### src/rtl/pll_pkg.sv
// Shared types and sizing helpers for the shift-controlled oscillator.
package pll_pkg;

    typedef enum logic {
        RUN  = 1'b0,
        HOLD = 1'b1
    } osc_state_t;

    localparam int DIV_N_DEFAULT     = 32;
    localparam int PENDING_W_DEFAULT = 3;

    function automatic int phase_w(input int div_n);
        return $clog2(div_n);
    endfunction

    // Symmetric limit: the most negative two's-complement code is never used.
    function automatic int pend_max(input int w);
        return (1 << (w - 1)) - 1;
    endfunction

endpackage

### src/rtl/pending_accumulator.sv
// Saturating signed count of corrections requested but not yet applied.
module pending_accumulator
    import pll_pkg::*;
#(
    parameter int PENDING_W = PENDING_W_DEFAULT
) (
    input  logic                        clk,
    input  logic                        reset,
    input  logic signed [1:0]           delta,
    input  logic signed [1:0]           consume,
    output logic signed [PENDING_W-1:0] pending,
    output logic                        overflow
);

    localparam logic signed [PENDING_W:0] LIMIT = (PENDING_W + 1)'(pend_max(PENDING_W));

    logic signed [PENDING_W:0] base;
    logic signed [PENDING_W:0] cand;
    logic                      drop;

    // Consuming always moves toward zero, so only the new request can overflow.
    always_comb begin
        base = {pending[PENDING_W-1], pending} - {{(PENDING_W-1){consume[1]}}, consume};
        cand = base + {{(PENDING_W-1){delta[1]}}, delta};
        drop = (cand > LIMIT) || (cand < -LIMIT);
    end

    always_ff @(posedge clk) begin
        if (!reset) begin
            pending  <= '0;
            overflow <= 1'b0;
        end else begin
            pending  <= drop ? base[PENDING_W-1:0] : cand[PENDING_W-1:0];
            overflow <= drop;
        end
    end

endmodule

### src/rtl/shift_controlled_oscillator.sv
// Divide-by-DIV_N oscillator whose wrap point slips one count per period to apply queued shifts.
module shift_controlled_oscillator
    import pll_pkg::*;
#(
    parameter int DIV_N     = DIV_N_DEFAULT,
    parameter int PENDING_W = PENDING_W_DEFAULT
) (
    input  logic                       clk_i,
    input  logic                       reset_i,
    input  logic                       positiveShift_i,
    input  logic                       negativeShift_i,
    output logic [phase_w(DIV_N)-1:0]  phase_o,
    output logic                       recoveredClk_o,
    output logic                       strobe_o,
    output logic                       correctionApplied_o,
    output logic                       overflow_o
);

    localparam int PHASE_W = phase_w(DIV_N);
    localparam logic [PHASE_W-1:0] LAST = PHASE_W'(DIV_N - 1);
    localparam logic [PHASE_W-1:0] MID  = PHASE_W'(DIV_N / 2);

    osc_state_t                  state;
    logic signed [1:0]           delta;
    logic signed [1:0]           consume;
    logic signed [PENDING_W-1:0] pending;
    logic                        wrap;

    always_comb begin
        delta = 2'sd0;
        if (positiveShift_i && !negativeShift_i)
            delta = 2'sd1;
        else if (negativeShift_i && !positiveShift_i)
            delta = -2'sd1;
    end

    // The decision uses the registered pending value; a same-cycle request waits a period.
    always_comb begin
        wrap    = (state == RUN) && (phase_o == LAST);
        consume = 2'sd0;
        if (wrap) begin
            if (pending[PENDING_W-1])
                consume = -2'sd1;
            else if (pending != '0)
                consume = 2'sd1;
        end
    end

    pending_accumulator #(
        .PENDING_W (PENDING_W)
    ) u_pending (
        .clk      (clk_i),
        .reset    (reset_i),
        .delta    (delta),
        .consume  (consume),
        .pending  (pending),
        .overflow (overflow_o)
    );

    always_ff @(posedge clk_i) begin
        if (!reset_i) begin
            phase_o             <= '0;
            state               <= RUN;
            correctionApplied_o <= 1'b0;
        end else begin
            correctionApplied_o <= (consume != 2'sd0);
            case (state)
                RUN: begin
                    if (!wrap) begin
                        phase_o <= phase_o + PHASE_W'(1);
                    end else if (consume == 2'sd1) begin
                        phase_o <= PHASE_W'(1);
                    end else if (consume == -2'sd1) begin
                        phase_o <= LAST;
                        state   <= HOLD;
                    end else begin
                        phase_o <= '0;
                    end
                end
                HOLD: begin
                    phase_o <= '0;
                    state   <= RUN;
                end
                default: begin
                    phase_o <= '0;
                    state   <= RUN;
                end
            endcase
        end
    end

    assign recoveredClk_o = (phase_o < MID);
    assign strobe_o       = (state == RUN) && (phase_o == MID);

endmodule

### config.mk
export PLATFORM = sky130hd
export DESIGN_NAME = shift_controlled_oscillator
export DESIGN_NICKNAME = d
export VERILOG_FILES = /design/src/rtl/pll_pkg.sv /design/src/rtl/pending_accumulator.sv /design/src/rtl/shift_controlled_oscillator.sv
export SDC_FILE = /design/constraint.sdc
export NUM_CORES = 1
export LEC_CHECK = 0
export ABC_AREA = 1
export CORE_MARGIN = 3
export CORE_UTILIZATION = 30
export CTS_CLUSTER_SIZE = 24
export DETAILED_ROUTE_END_ITERATION = 6
export SYNTH_ARGS = -nofsm -noshare
export SYNTH_HDL_FRONTEND = slang
export SYNTH_HIERARCHICAL = 1
export SYNTH_SLANG_ARGS = --single-unit
### constraint.sdc
create_clock -name clk_i -period 3.8 [get_ports clk_i]
set_clock_uncertainty 0.15 [all_clocks]
set_input_delay 0.76 -clock clk_i [delete_from_list [all_inputs] [get_ports clk_i]]
set_output_delay 0.76 -clock clk_i [all_outputs]
set_load 0.02 [all_outputs]
==> results.tsv <==
stage	metric	value	unit
status	status	completed	
worst_setup_path	max_stage_delay	400	ps
pwr	ir_drop	0.240	mV
logic_synthesis	seq_area_frac_synth	26.2	%
logic_synthesis	yosysTopAreaCellShare	26.2	%
logic_synthesis	netlist_area	842	um^2
pwr	p_comb_share	49.0	%
clocking	clkTransAtPathRegs	70	ps
global_route	grt.total_usage	9.04	%
floorplan	initial_core_util	32.8	%
timing	tightest_slew	288	ps
timing	hold_viol	0	
worst_setup_path	worst-path-buf-inv	4	
pwr	switching_share	40.2	%
logic_synthesis	synth_area_leaders	dfxtp_1, ha_1, inv_1	
logic_synthesis	synth-seq-cells	11	
timing	fmax	0.288	GHz
routing	wirelength	1390	um
routing	vias_per_cell	4.29	
clocking	numCtsBuffers	3	
worst_setup_path	cp-start-kind	register	
timing	finalCriticalPeriod	3470	ps
clocking	insertion_delay	270	ps
logic_synthesis	yosysWarningCount	6	
logic_synthesis	synth_top_area_cell	dfxtp_1	
timing	setup-tns-final	0	ps
logic_synthesis	yosysUniqueCellTypes	20	
placement	post_dp_cell_area	1000	um^2
placement	io_buffers	12	
placement	dp_hpwl	1180	um
pwr	p_total	0.000439	W
pwr	seqPwrFrac	33.2	%
global_route	grt_pass1_wl	2420	um
timing	setup_ws	332	ps
global_route	grt_start_max_net_pins	9	
pwr	p_per_area	424	mW/mm^2
floorplan	die_w	59.0	um
hold_path	hold_class	register to register	
worst_setup_path	cp_max_fo	5	
routing	ant_nets	0	
clocking	holdBufCountCts	0	
worst_setup_path	crit_type	register to register	
final_layout	area_growth	23.0	%
clocking	cts_root_buffer	clkbuf_4	
routing	vias	678	
final_layout	postLayoutCellArea	0.00104	mm^2
floorplan	dieArea	0.00348	mm^2
pwr	power.switching	0.000177	W
run	max_cap_violations	0	
timing	relSlewSlack	80.8	%
routing	first_pass_iters	4	
routing	drt-initial-drc-count	6	
global_route	grt_pass1_vias	595	
floorplan	ioPinCount	13	
timing	min_period_over_period	91.3	%
global_route	grt_remaining_overflow	0	
timing	final-setup-viol-count	0	
worst_setup_path	slowest_stage	dfxtp_1	
timing	drv_slew	0	
clocking	clkSinkCount	11	
floorplan	core-area	0.00257	mm^2
floorplan	core.rowCount	18	
final_layout	final_common_cell	inv_1	
global_route	grt_antenna_before_repair	0	
final_layout	drive_gt1_share	19.5	%
clocking	cts.path.max_buffers	2	
pwr	pwr-share-clk	17.8	%
final_layout	diodes	0	
placement	gp_congestion	0.765	
worst_setup_path	path_delay_family	adder cells	
logic_synthesis	syn_inst	112	
pwr	p_leak	0.562	nW
routing	avgRoutedWirePerCell	8.80	um
clocking	cts_max_level	1	
clocking	cts_tree	built	
final_layout	final_cell_mix	inv_1, nand2_1, clkdlybuf4s50_1	
worst_setup_path	cp.arrival	3490	ps
logic_synthesis	syn_nets	128	
final_layout	finalNetCount	145	
timing	holdWs	363	ps
floorplan	die_h	59.0	um
worst_setup_path	crit_chain	ha_1, nand2_1, nor2_1, ha_1, nand2_2, inv_1, nand2_1, inv_1, ha_1, inv_1, fa_1, xnor2_2, inv_1, ha_1, a21oi_1, nand3_2, nand2_2, nand2_4, nand2_4, nand2_2, a21oi_1, nor2_1	
worst_setup_path	required	3820	ps
placement	place_ws	263	ps
logic_synthesis	syn_area_per_cell	7.52	um^2
timing	rsz0062_at_grt	false	
worst_setup_path	endpoint_kind	register	
pwr	intPower	0.000263	W
routing	drcViolationCount	0	
worst paths after layout:
| kind | from | endpoint | slack, ps | depth (start not counted) |
|---|---|---|---|---|
| setup / recovery | phase_o[1] | u_pending/pending[0] | 330 | 22 |
| hold / removal | phase_o[0] | phase_o[0] | 360 | 1 |
| hold reg to reg | phase_o[0] | phase_o[0] | 360 | 1 |
| setup reg to reg | phase_o[1] | u_pending/pending[0] | 330 | 22 |
cell families (layout without fill, tap and decap cells):
family | Yosys count | after routing | share of synthesized area, %
AO/OA/AOI/OAI | 6 | 6 | 4.46
buffers and inverters | 29 | 45 | 12.9
flip-flops | 11 | 11 | 26.2
XOR/XNOR | 2 | 2 | 2.08
adder cells (fa/ha/maj) | 12 | 12 | 19.6
AND/OR/NAND/NOR | 52 | 52 | 34.8
power groups by stage:
| stage | Clock, W | Combinational, W | Sequential (W) |
|---|---|---|---|
| after floorplan | 0 | 0.000165 | 0.000154 |
| after global placement | 0 | 0.000214 | 0.000148 |
| after detailed placement | 0 | 0.000217 | 0.000149 |
| after CTS | 0.0000823 | 0.000218 | 0.000146 |
| after global routing | 0.0000869 | 0.000251 | 0.000149 |
| final | 0.0000781 | 0.000215 | 0.000146 |
state kept, by name, indices dropped and copies added, names as in the netlist:
signal and cells:
u_pending/overflow 1, phase_o 5, state 1, u_pending/pending 3
correctionApplied_o 1
layer usage:
layer | track usage, % | routed length (um)
met4 | 2.91 | 0
met1 | 12.0 | 692
met5 | 0 | 0
met2 | 13.4 | 645
met3 | 3.49 | 52
Yosys cell counts:
master / n
inv_1: 27
nand2_1: 19
dfxtp_1: 11
ha_1: 10
nand3_1: 9
nor2_1: 6
nand2_2: 5
nand3_2: 4
a21oi_1: 3
nand2_4: 3
fa_1: 2
inv_2: 2
nor2_2: 2
o21ai_2: 2
xnor2_1: 2
nand3_4: 1
nand3b_1: 1
nand4_1: 1
nor3_1: 1
o21ai_0: 1
timing repair:
action / CTS / global route
hold endpoints to repair: 0 / 0
endpoints found under the setup margin: 0 / 2
buffers inserted: 0 / 0
gates resized for setup: 0 / 2
area by class of cell:
cell class	count	area, um^2
clock buffers	3	22.5
clock inverters	1	5.00
fillers	281	1530
inverters	29	109
multi-input cells	72	520
flip-flops and latches	11	221
well taps	30	37.5
repair buffers	12	120
worst reg2reg max path, stage by stage, from the launching register on:
cell and delay, ps:
dfxtp_1 400, ha_1 190, nand2_1 80, nor2_1 120, ha_1 220, nand2_2 80
inv_1 70, nand2_1 50, inv_1 50, ha_1 130, inv_1 60, fa_1 400
xnor2_2 170, inv_1 60, ha_1 340, a21oi_1 190, nand3_2 130, nand2_2 110
nand2_4 60, nand2_4 60, nand2_2 70, a21oi_1 130, nor2_1 60
per-stage QoR:
stage | instances | utilization (%)
3_5_place_dp | 154 | 38.9
5_1_grt | 158 | 40.4
6_report | 158 | 40.4
2_1_floorplan | 112 | -
4_1_cts | 158 | 40.0
3_3_place_gp | 154 | 38.9
No activity file was read; power rests on OpenSTA's default activity.
